File: src/rtl/decode_stage_pkg.sv
// Shared encodings for the RV32I decode stage: opcodes, instruction formats and
// the control-field codes consumed by execute, memory and write-back.
package decode_stage_pkg;

  localparam logic [6:0] OPC_LUI    = 7'b0110111;
  localparam logic [6:0] OPC_AUIPC  = 7'b0010111;
  localparam logic [6:0] OPC_JAL    = 7'b1101111;
  localparam logic [6:0] OPC_JALR   = 7'b1100111;
  localparam logic [6:0] OPC_BRANCH = 7'b1100011;
  localparam logic [6:0] OPC_LOAD   = 7'b0000011;
  localparam logic [6:0] OPC_STORE  = 7'b0100011;
  localparam logic [6:0] OPC_OP_IMM = 7'b0010011;
  localparam logic [6:0] OPC_OP     = 7'b0110011;

  localparam logic [6:0] F7_ZERO = 7'b0000000;
  localparam logic [6:0] F7_ALT  = 7'b0100000;

  typedef enum logic [2:0] {FMT_R, FMT_I, FMT_S, FMT_B, FMT_U, FMT_J} fmt_t;

  // Alu_code = {mode select, operation}.
  localparam logic [1:0] SEL_NONE  = 2'd0;
  localparam logic [1:0] SEL_NEG_B = 2'd1;
  localparam logic [1:0] SEL_UNS   = 2'd2;
  localparam logic [1:0] SEL_ARITH = 2'd3;

  localparam logic [2:0] ALU_ADD  = 3'd0;
  localparam logic [2:0] ALU_SLL  = 3'd1;
  localparam logic [2:0] ALU_COMP = 3'd2;
  localparam logic [2:0] ALU_XOR  = 3'd3;
  localparam logic [2:0] ALU_SR   = 3'd4;
  localparam logic [2:0] ALU_OR   = 3'd5;
  localparam logic [2:0] ALU_AND  = 3'd6;

  typedef enum logic [2:0] {BR_NONE, BR_EQ, BR_NE, BR_LT, BR_GE} br_t;
  typedef enum logic [1:0] {WR_OFF, WR_B, WR_H, WR_W} wr_t;
  typedef enum logic [2:0] {RD_NONE, RD_B, RD_H, RD_W, RD_BU, RD_HU} rd_sel_t;
  typedef enum logic [1:0] {WB_ALU, WB_MEM, WB_PC4, WB_IMM} wb_sel_t;

  localparam logic SRC1_PC  = 1'b1;
  localparam logic SRC2_IMM = 1'b1;

  typedef struct packed {
    logic [4:0] rs1;
    logic [4:0] rs2;
    logic [4:0] rd;
    br_t        if_branch;
    logic       if_jump;
    logic [4:0] alu_code;
    wr_t        mem_we;
    rd_sel_t    mem_rd_sel;
    wb_sel_t    mem_out_sel;
    logic       wb_en;
    logic       alu_src1_sel;
    logic       alu_src2_sel;
    logic       illegal;
  } ctrl_t;

  // alt marks the Func7=0100000 variants (SUB, SRA/SRAI).
  function automatic logic [4:0] alu_code_of(input logic [2:0] func3, input logic alt);
    logic [1:0] sel;
    logic [2:0] op;
    case (func3)
      3'b000:         op = ALU_ADD;
      3'b001:         op = ALU_SLL;
      3'b010, 3'b011: op = ALU_COMP;
      3'b100:         op = ALU_XOR;
      3'b101:         op = ALU_SR;
      3'b110:         op = ALU_OR;
      default:        op = ALU_AND;
    endcase
    if (alt) sel = (func3 == 3'b000) ? SEL_NEG_B : SEL_ARITH;
    else     sel = (func3 == 3'b011) ? SEL_UNS : SEL_NONE;
    return {sel, op};
  endfunction

endpackage

File: src/rtl/decode_core.sv
// Combinational RV32I decoder: raw instruction word to control fields and the
// sign-extended immediate of its format.
module decode_core
  import decode_stage_pkg::*;
#(
  parameter int XLEN         = 32,
  parameter bit ILLEGAL_TRAP = 1'b1
) (
  input  logic [31:0]     instr,
  output ctrl_t           ctrl,
  output logic [XLEN-1:0] imm
);

  logic [6:0]  opcode;
  logic [6:0]  func7;
  logic [2:0]  func3;
  fmt_t        fmt;
  logic        legal;
  ctrl_t       dec;
  logic [31:0] imm32;

  assign opcode = instr[6:0];
  assign func3  = instr[14:12];
  assign func7  = instr[31:25];

  // NOTE: every variable is given a default at the top of the block so no path
  // leaves one unassigned, which would otherwise infer a latch.
  always_comb begin
    dec   = '0;
    fmt   = FMT_R;
    legal = 1'b1;
    case (opcode)
      OPC_OP: begin
        dec.wb_en = 1'b1;
        if (func7 == F7_ZERO)
          dec.alu_code = alu_code_of(func3, 1'b0);
        else if (func7 == F7_ALT && (func3 == 3'b000 || func3 == 3'b101))
          dec.alu_code = alu_code_of(func3, 1'b1);
        else
          legal = 1'b0;
      end
      OPC_OP_IMM: begin
        fmt              = FMT_I;
        dec.wb_en        = 1'b1;
        dec.alu_src2_sel = SRC2_IMM;
        dec.alu_code     = alu_code_of(func3, func3 == 3'b101 && func7 == F7_ALT);
        // Shift immediates reuse the upper immediate bits as a Func7 field.
        if (func3 == 3'b001)
          legal = (func7 == F7_ZERO);
        else if (func3 == 3'b101)
          legal = (func7 == F7_ZERO) || (func7 == F7_ALT);
      end
      OPC_LOAD: begin
        fmt              = FMT_I;
        dec.wb_en        = 1'b1;
        dec.alu_src2_sel = SRC2_IMM;
        dec.mem_out_sel  = WB_MEM;
        case (func3)
          3'b000:  dec.mem_rd_sel = RD_B;
          3'b001:  dec.mem_rd_sel = RD_H;
          3'b010:  dec.mem_rd_sel = RD_W;
          3'b100:  dec.mem_rd_sel = RD_BU;
          3'b101:  dec.mem_rd_sel = RD_HU;
          default: legal = 1'b0;
        endcase
      end
      OPC_STORE: begin
        fmt              = FMT_S;
        dec.alu_src2_sel = SRC2_IMM;
        case (func3)
          3'b000:  dec.mem_we = WR_B;
          3'b001:  dec.mem_we = WR_H;
          3'b010:  dec.mem_we = WR_W;
          default: legal = 1'b0;
        endcase
      end
      OPC_BRANCH: begin
        fmt          = FMT_B;
        dec.alu_code = {func3[1] ? SEL_UNS : SEL_NONE, ALU_COMP};
        case (func3)
          3'b000:         dec.if_branch = BR_EQ;
          3'b001:         dec.if_branch = BR_NE;
          3'b100, 3'b110: dec.if_branch = BR_LT;
          3'b101, 3'b111: dec.if_branch = BR_GE;
          default:        legal = 1'b0;
        endcase
      end
      OPC_LUI: begin
        fmt              = FMT_U;
        dec.wb_en        = 1'b1;
        dec.alu_src2_sel = SRC2_IMM;
        dec.mem_out_sel  = WB_IMM;
      end
      OPC_AUIPC: begin
        fmt              = FMT_U;
        dec.wb_en        = 1'b1;
        dec.alu_src1_sel = SRC1_PC;
        dec.alu_src2_sel = SRC2_IMM;
      end
      OPC_JAL: begin
        fmt              = FMT_J;
        dec.if_jump      = 1'b1;
        dec.wb_en        = 1'b1;
        dec.alu_src1_sel = SRC1_PC;
        dec.alu_src2_sel = SRC2_IMM;
        dec.mem_out_sel  = WB_PC4;
      end
      OPC_JALR: begin
        fmt              = FMT_I;
        dec.if_jump      = 1'b1;
        dec.wb_en        = 1'b1;
        dec.alu_src2_sel = SRC2_IMM;
        dec.mem_out_sel  = WB_PC4;
        legal            = (func3 == 3'b000);
      end
      default: legal = 1'b0;
    endcase

    // An undecodable word becomes a NOP, flagged only when trapping is enabled.
    if (!legal) begin
      dec         = '0;
      fmt         = FMT_R;
      dec.illegal = ILLEGAL_TRAP;
    end
    dec.rs1 = instr[19:15];
    dec.rs2 = instr[24:20];
    dec.rd  = instr[11:7];
  end

  always_comb begin
    imm32 = '0;
    case (fmt)
      FMT_I:   imm32 = {{20{instr[31]}}, instr[31:20]};
      FMT_S:   imm32 = {{20{instr[31]}}, instr[31:25], instr[11:7]};
      FMT_B:   imm32 = {{19{instr[31]}}, instr[31], instr[7], instr[30:25], instr[11:8], 1'b0};
      FMT_U:   imm32 = {instr[31:12], 12'b0};
      FMT_J:   imm32 = {{11{instr[31]}}, instr[31], instr[19:12], instr[20], instr[30:21], 1'b0};
      default: imm32 = '0;
    endcase
  end

  assign ctrl = dec;
  assign imm  = XLEN'(signed'(imm32));

endmodule

File: src/rtl/decode_stage.sv
// Decode pipeline stage: combinational RV32I decode followed by a two-entry
// skid buffer, so in_ready is a flop output independent of out_ready.
module decode_stage
  import decode_stage_pkg::*;
#(
  parameter int XLEN         = 32,
  parameter bit ILLEGAL_TRAP = 1'b1
) (
  input  logic            clk,
  input  logic            reset_n,
  input  logic            in_valid,
  output logic            in_ready,
  input  logic [31:0]     instr,
  input  logic [XLEN-1:0] in_pc,
  input  logic            flush,
  output logic            out_valid,
  input  logic            out_ready,
  output logic [XLEN-1:0] out_pc,
  output logic [4:0]      rs1,
  output logic [4:0]      rs2,
  output logic [4:0]      rd,
  output logic [XLEN-1:0] imm,
  output logic [2:0]      if_branch,
  output logic            if_jump,
  output logic [4:0]      alu_code,
  output logic [1:0]      mem_we,
  output logic [2:0]      mem_rd_sel,
  output logic [1:0]      mem_out_sel,
  output logic            wb_en,
  output logic            alu_src1_sel,
  output logic            alu_src2_sel,
  output logic            illegal
);

  ctrl_t           dec_ctrl;
  logic [XLEN-1:0] dec_imm;

  logic            main_valid, skid_valid;
  ctrl_t           main_ctrl, skid_ctrl;
  logic [XLEN-1:0] main_imm, skid_imm;
  logic [XLEN-1:0] main_pc, skid_pc;

  logic take, accept;
  logic main_from_skid, main_from_in, skid_from_in;

  decode_core #(
    .XLEN         (XLEN),
    .ILLEGAL_TRAP (ILLEGAL_TRAP)
  ) u_core (
    .instr (instr),
    .ctrl  (dec_ctrl),
    .imm   (dec_imm)
  );

  assign in_ready = !skid_valid;
  assign take     = main_valid && out_ready;
  assign accept   = in_valid && in_ready;

  // The skid entry is always older than any incoming word, so it refills main first.
  assign main_from_skid = take && skid_valid;
  assign main_from_in   = accept && (!main_valid || take);
  assign skid_from_in   = accept && main_valid && !take;

  // NOTE: state is updated with non-blocking assignments so every flop samples
  // the pre-edge values, independent of statement order.
  always_ff @(posedge clk or negedge reset_n) begin
    if (!reset_n) begin
      main_valid <= 1'b0;
      skid_valid <= 1'b0;
    end else if (flush) begin
      main_valid <= 1'b0;
      skid_valid <= 1'b0;
    end else begin
      main_valid <= main_from_skid || main_from_in || (main_valid && !take);
      skid_valid <= skid_from_in || (skid_valid && !take);
    end
  end

  // NOTE: the payload registers are reset as well, so a freshly reset stage
  // never presents a stale Illegal or Wb_en even though Out_valid masks them.
  always_ff @(posedge clk or negedge reset_n) begin
    if (!reset_n) begin
      main_ctrl <= '0;
      main_imm  <= '0;
      main_pc   <= '0;
      skid_ctrl <= '0;
      skid_imm  <= '0;
      skid_pc   <= '0;
    end else if (!flush) begin
      if (main_from_skid) begin
        main_ctrl <= skid_ctrl;
        main_imm  <= skid_imm;
        main_pc   <= skid_pc;
      end else if (main_from_in) begin
        main_ctrl <= dec_ctrl;
        main_imm  <= dec_imm;
        main_pc   <= in_pc;
      end
      if (skid_from_in) begin
        skid_ctrl <= dec_ctrl;
        skid_imm  <= dec_imm;
        skid_pc   <= in_pc;
      end
    end
  end

  assign out_valid    = main_valid;
  assign out_pc       = main_pc;
  assign imm          = main_imm;
  assign rs1          = main_ctrl.rs1;
  assign rs2          = main_ctrl.rs2;
  assign rd           = main_ctrl.rd;
  assign if_branch    = main_ctrl.if_branch;
  assign if_jump      = main_ctrl.if_jump;
  assign alu_code     = main_ctrl.alu_code;
  assign mem_we       = main_ctrl.mem_we;
  assign mem_rd_sel   = main_ctrl.mem_rd_sel;
  assign mem_out_sel  = main_ctrl.mem_out_sel;
  assign wb_en        = main_ctrl.wb_en;
  assign alu_src1_sel = main_ctrl.alu_src1_sel;
  assign alu_src2_sel = main_ctrl.alu_src2_sel;
  assign illegal      = main_ctrl.illegal;

endmodule

File: config.mk
export PLATFORM = sky130hd
export DESIGN_NAME = decode_stage
export DESIGN_NICKNAME = d
export VERILOG_FILES = /design/src/rtl/decode_stage_pkg.sv /design/src/rtl/decode_core.sv /design/src/rtl/decode_stage.sv
export SDC_FILE = /design/constraint.sdc
export NUM_CORES = 1
export LEC_CHECK = 0
export CORE_MARGIN = 3
export CORE_UTILIZATION = 31
export CTS_CLUSTER_DIAMETER = 80
export CTS_CLUSTER_SIZE = 20
export DETAILED_ROUTE_END_ITERATION = 8
export HOLD_SLACK_MARGIN = 0.12
export SYNTH_ARGS = -nofsm -noshare
export SYNTH_HDL_FRONTEND = slang
export SYNTH_SLANG_ARGS = --single-unit
File: constraint.sdc
create_clock -name clk -period 2.67 [get_ports clk]
set_clock_uncertainty 0.05 [all_clocks]
set_input_delay 0.4005 -clock clk [delete_from_list [all_inputs] [get_ports clk]]
set_output_delay 0.4005 -clock clk [all_outputs]
set_load 0.03 [all_outputs]
==> impl_metrics.tcl, run 1 <==
set metrics [dict create \
    status "complete, no violations" \
    seq_area_frac_synth_pct 56.1 \
    reg2reg_depth 5 \
    synth_top_area_share_pct 56.1 \
    synth.net_count 1097 \
    timing.hold.ws_ns 0.423 \
    peakVddDrop_uv 321 \
    diodes 0 \
    syn_avg_cell_area_um2 8.67 \
    utilization_pct 42.5 \
    rsz0062_at_grt "false" \
    cts_tree "yes" \
    top_level_ports 170 \
    crit_path_end "skid_imm[17]" \
    p_sw_mw 2.78 \
    worst_setup_path_end_kind "flop" \
    maxSlewViolCount 0 \
    maxCapViolations 0 \
    netlist_area_um2 8910 \
    global_route.usage.total_pct 17.5 \
    cts_max_path_buffers 2 \
    hold_viol 0 \
    grt_pass1_vias 7566 \
    cts_hold_buf 1 \
    routabilityCongestion 0.881 \
    yosysWarningCount 0 \
    avgRoutedWirePerCell_um 16.9 \
    cts.repair.resized 0 \
    worstPathRequired_ns 2.90 \
    synth-main-ff-cell "dfrtp_1" \
    die_height_um 176 \
    drtAntennaViolNets 0 \
    wl_um 26800 \
    cp-start-kind "primary input" \
    core_um2 28100 \
    multi_input_area_um2 3630 \
    area_growth_pct 34.0 \
    clock.fmax_ghz 0.414 \
    powerDensity_nw_per_um2 712 \
    clock_power_share_pct 29.8 \
    r2r-start "out_valid" \
    pwr-share-seq_pct 45.9 \
    insertion_delay_ns 0.43 \
    ys_seq_elements 200 \
    hold_path_depth 2 \
    dieWidth_um 176 \
    fin_ws_ns 0.256 \
    start_util_pct 31.7 \
    grt-ovfl-total 0 \
    cpPeakStageDelay_ns 0.58 \
    timing.critical_path.mode_cell "a21oi_1" \
    fin_crit_sh_pct 90.4 \
    leakage_nw 5.16 \
    synth_most_common_cell "nand2_1" \
    synth_area_leader_cell "dfrtp_1" \
    synthCells 1028 \
    yosys-top-cells-count "343 x nand2_1, 200 x dfrtp_1, 87 x nor2_1, 84 x a31oi_1, 72 x o21ai_0" \
    detail_route.iter0.violations 590 \
    relSlewSlack_pct 53.5 \
    numCtsBuffers 17 \
    pwr-share-comb_pct 24.3 \
    cp_cell_sequence "clkdlybuf4s50_1, and4bb_1, and4b_1, nor3_4, a21oi_1, a211oi_2, a21oi_1" \
    post-dp-hpwl_um 18300 \
    hold_start "skid_imm[10]" \
    final_area_um2 11900 \
    place_ws_ns -0.149 \
    clk_pin_slew_worst_paths_ns 0.07 \
    cp.arrival_ns 2.65 \
    drive_above_1_share_pct 8.36 \
    cp_slowest_cell "a211oi_2" \
    die-area_um2 30800 \
    drc_errors 0 \
    dr.pass1.iters 5 \
    period_minus_slack_ns 2.41 \
    final_nets 1265 \
    async_flop_share_pct 100 \
    placed_area_um2 11400 \
    root_buffer "clkbuf_16" \
    netlist_top_cells_area "dfrtp_1 56%, nand2_1 14%, a31oi_1 5.9%" \
    reg2reg_to "skid_imm[17]" \
    p_total_mw 8.50 \
    h-tree-depth 4 \
    path_max_fanout 8 \
    grt_max_degree 67 \
    p_sw_share_pct 32.8 \
    grt_pass1_wl_um 42900 \
    clock_sinks 200 \
    port_buffers 169 \
    internal-power_mw 5.72 \
    fill_cells 2815 \
    setup_viol 0 \
    synth_edf_count 0 \
    antenna_found_initial 0 \
    core.rowCount 61 \
    synthDistinctLibCells 54 \
    rrSetupSlack_ns 0.41 \
    tightestPinTransition_ns 0.680 \
    path_class "in -> reg" \
    cts_setup_buffers 0 \
    hold_path_class "reg -> reg" \
    seq_area_um2 5000 \
    via_per_inst 4.94 \
    vias 7828 \
    cp-startpoint "instr[2]" \
]
==> per-layer routing <==
metal	GRT usage, %	share of wire (%)	vias to the layer above	routed length [um]
li1	-	-	3812	-
met1	24.5	46	3792	12300
met2	27.4	47	207	12600
met3	3.93	5.8	17	1560
met4	5.05	1.3	0	361
met5	0	0	-	0
==> cells by family after synthesis <==
family	after synthesis	share of synthesized area, %
muxes	3	0.365
xor gates and xnor gates	2	0.197
DFF	200	56.1
buffers and inverters	81	3.71
AOI/OAI and AO/OA	233	15.6
and+or+nand+nor	509	24.0
==> worst min path at each step <==
stage / endpoint / slack [ns]
CTS: skid_ctrl[18] / 0.43
detailed placement: rs2[3] / 0.40
global route: skid_pc[3] / 0.44
global placement: skid_ctrl[28] / 0.40
finish: skid_imm[10] / 0.42
floorplan: alu_code[0] / 0.05
==> critical path, delay by kind of cell <==
| kind | cells | cell delay [ns] |
|---|---|---|
| AO/OA/AOI/OAI | 3 | 0.91 |
| buffers and inverters | 1 | 0.55 |
| AND/OR/NAND/NOR | 3 | 0.78 |
==> layout by cell type (no fill, tap or decap), types with 4 or more instances in the layout <==
cell             Yosys  final
a21oi_1             45     45
a22oi_1              4      4
a31oi_1             84     84
and3_1              15     14
buf_12               0     11
buf_4                0     42
clkbuf_16            0     17
clkdlybuf4s50_1      0    168
clkinv_4             0      4
dfrtp_1            200    200
inv_1                7      7
inv_6                0      4
inv_8                0      4
nand2_1            343    343
nand2b_1             4      4
nand3_1              5      4
nor2_1              87     85
nor2b_1              5      5
nor3_1               8      8
o21ai_0             72     72
or3_1               25     25
==> power groups by stage <==
stage	logic [mW]	clock network, mW	registers, mW
after floorplan	0.636	0	4.38
after global routing	2.25	2.75	3.98
after detailed placement	2.08	0	3.96
after CTS	2.09	2.62	3.90
after global placement	2.06	0	3.95
final	2.06	2.53	3.90
==> registers in the layout, indices dropped and copies added, names as in the netlist, 2 cells and up <==
| name | cells |
|---|---|
| skid_ctrl | 35 |
| imm | 32 |
| out_pc | 32 |
| skid_imm | 32 |
| skid_pc | 32 |
| alu_code | 5 |
| rd | 5 |
| rs1 | 5 |
| rs2 | 5 |
| if_branch | 3 |
| mem_rd_sel | 3 |
| mem_out_sel | 2 |
| mem_we | 2 |
==> cell type report <==
cell class	count	share of cell area, %
multi-input cells	747	30.4
clock buffers	18	3.68
inverters	7	0.220
repair buffers	223	18.8
flip-flops and latches	200	41.9
well taps	378	3.96
clock inverters	13	1.10
==> per-stage QoR <==
step | cells | TNS [ns]
floorplan | 1028 | 0
global placement | 1554 | -0.811
detailed placement | 1554 | -1.20
CTS | 1586 | 0
global route | 1586 | 0
finish | 1586 | 0
Note: power is estimated with default switching activity, not from simulation.
==> run 2, diff against run 1 <==
--- a/config.mk
+++ b/config.mk
@@ -11,6 +11,7 @@
 export CTS_CLUSTER_SIZE = 20
 export DETAILED_ROUTE_END_ITERATION = 8
 export HOLD_SLACK_MARGIN = 0.12
+export PLACE_DENSITY_LB_ADDON = 0.3
 export SYNTH_ARGS = -nofsm -noshare
 export SYNTH_HDL_FRONTEND = slang
 export SYNTH_SLANG_ARGS = --single-unit
==> constraint.sdc (replaced) <==
create_clock -name clk -period 2.6 [get_ports clk]
set_clock_uncertainty 0.05 [all_clocks]
set_input_delay 0.39 -clock clk [delete_from_list [all_inputs] [get_ports clk]]
set_output_delay 0.39 -clock clk [all_outputs]
set_load 0.03 [all_outputs]
==> run 2 against run 1 <==
  * Sequential share of layout area down 0.43 points
  * Critical path depth up 1
  * Cell count up 1.1%
  * Sequential cell count unchanged
  * Setup slack worse by 0.11 ns
  * Core utilization up 0.44 points
  * Clock power up 3%
  * Via count up 1.4%
  * Total power up 2.8%
  * Die area unchanged
  * Routed wire length down 0.37%
  * Cell area up 1.0%
==> impl_metrics.tcl, run 2 (synthesized netlist as in run 1, its figures left out) <==
set metrics [dict create \
    setup_viol 0 \
    timing.hold.ws_ns 0.423 \
    worst_setup_path_end_kind "flop" \
    hold_start "skid_imm[10]" \
    avgRoutedWirePerCell_um 16.7 \
    cp.arrival_ns 2.75 \
    clock_sinks 200 \
    cpPeakStageDelay_ns 0.66 \
    relSlewSlack_pct 47.7 \
    cp_cell_sequence "clkdlybuf4s50_1, nand4b_1, a211oi_4, nor3_4, a21oi_1, buf_4, a211oi_1, o21ai_0" \
    rrSetupSlack_ns 0.47 \
    insertion_delay_ns 0.44 \
    period_minus_slack_ns 2.45 \
    cp-start-kind "primary input" \
    p_total_mw 8.74 \
    dr.pass1.iters 5 \
    cp-startpoint "instr[6]" \
    start_util_pct 31.7 \
    cts_max_path_buffers 2 \
    tightestPinTransition_ns 0.781 \
    drive_above_1_share_pct 9.55 \
    largest_register_ffs 35 \
    peakVddDrop_uv 362 \
    root_buffer "clkbuf_16" \
    maxCapViolations 0 \
    rsz0062_at_grt "false" \
    grt_max_degree 65 \
    grt_pass1_vias 7687 \
    core_um2 28100 \
    cts_tree "yes" \
    leakage_nw 5.22 \
    grt-ovfl-total 0 \
    dieWidth_um 176 \
    tns_ns 0 \
    routabilityCongestion 0.841 \
    maxSlewViolCount 0 \
    status "complete, no violations" \
    die-area_um2 30800 \
    cts_setup_buffers 0 \
    path_max_fanout 8 \
    cp_slowest_cell "clkdlybuf4s50_1" \
    hold_viol 0 \
    h-tree-depth 4 \
    worstPathRequired_ns 2.90 \
    powerDensity_nw_per_um2 724 \
    post-dp-hpwl_um 18100 \
    vias 7939 \
    fin_crit_sh_pct 94.4 \
    drtAntennaViolNets 0 \
    fill_cells 2832 \
    path_buf_inv 2 \
    final_nets 1281 \
    top_register "skid_ctrl" \
    drc_errors 0 \
    path_class "in -> reg" \
    detail_route.iter0.violations 701 \
    final_common_cell "nand2_1" \
    die_height_um 176 \
    hold_path_class "reg -> reg" \
    numCtsBuffers 17 \
    grt_pass1_wl_um 43300 \
    via_per_inst 4.95 \
    final_cell_mix "343 x nand2_1, 200 x dfrtp_1, 168 x clkdlybuf4s50_1" \
    core.rowCount 61 \
    r2r-start "out_valid" \
    clk_pin_slew_worst_paths_ns 0.08 \
    antenna_found_initial 1 \
    area_growth_pct 35.4 \
    global_route.usage.total_pct 17.6 \
    top_level_ports 170 \
    clock.fmax_ghz 0.408 \
    path_delay_family "compound AO/OA/AOI/OAI gates" \
    wl_um 26700 \
    port_buffers 169 \
]
==> run 2: metrics by stage <==
stage                     setup WS [ns]  utilization (%)  area, um2  instances
after floorplan                   0.464                -       8910       1028
after global placement           -0.132             40.9      11500       1570
after detailed placement         -0.195             40.9      11500       1570
after CTS                         0.237             42.9      12100       1603
after global routing             0.0322             42.9      12100       1603
final                             0.146             43.0      12100       1604
==> run 2: repair_timing <==
action,CTS,global route
hold buffers,1,0
hold endpoints to repair,58,0
setup endpoints to repair,0,5
gates resized for setup,0,1
==> run 2: worst paths after layout <==
check / to / cells after the start
worst max-delay path: skid_imm[11] / 8
worst min-delay path: skid_imm[10] / 2
worst min register to register: skid_imm[10] / 2
max in group asynchronous: skid_imm[18] / 3
min in group asynchronous: wb_en / 2
worst max register to register: skid_ctrl[8] / 5
==> run 2: layout make-up <==
| class | count | area, um2 | share of cell area (%) |
|---|---|---|---|
| sequential | 200 | 5000 | 41.5 |
| inverter | 7 | 26.3 | 0.218 |
| timing repair buffer | 239 | 2360 | 19.6 |
| antenna | 1 | 2.50 | 0.0207 |
| clock buffer | 18 | 429 | 3.56 |
| tap | 378 | 473 | 3.92 |
| clock inverter | 14 | 135 | 1.12 |
| multi-input combinational | 747 | 3630 | 30.1 |
==> run 2: routing by layer <==
| layer | track usage [%] | routed length (um) | up-vias |
|---|---|---|---|
| li1 | - | - | 3838 |
| met1 | 24.6 | 12100 | 3845 |
| met2 | 27.5 | 12500 | 225 |
| met3 | 3.91 | 1630 | 29 |
| met4 | 4.98 | 463 | 2 |
| met5 | 0 | 13 | - |
==> run 2: report_power, final <==
part           switching, mW  internal (mW)  total (mW)
clock network           1.33           1.27        2.61
registers              0.315           3.68        4.00
logic                   1.24          0.896        2.13
total                   2.89           5.85        8.74
==> run 2: worst register-to-register path, delay by kind of cell (launching register included) <==
| kind | cells | cell delay [ns] |
|---|---|---|
| flip-flops | 1 | 0.49 |
| AO/OA/AOI/OAI | 1 | 0.35 |
| AND/OR/NAND/NOR | 3 | 0.86 |
| buffers and inverters | 1 | 0.27 |
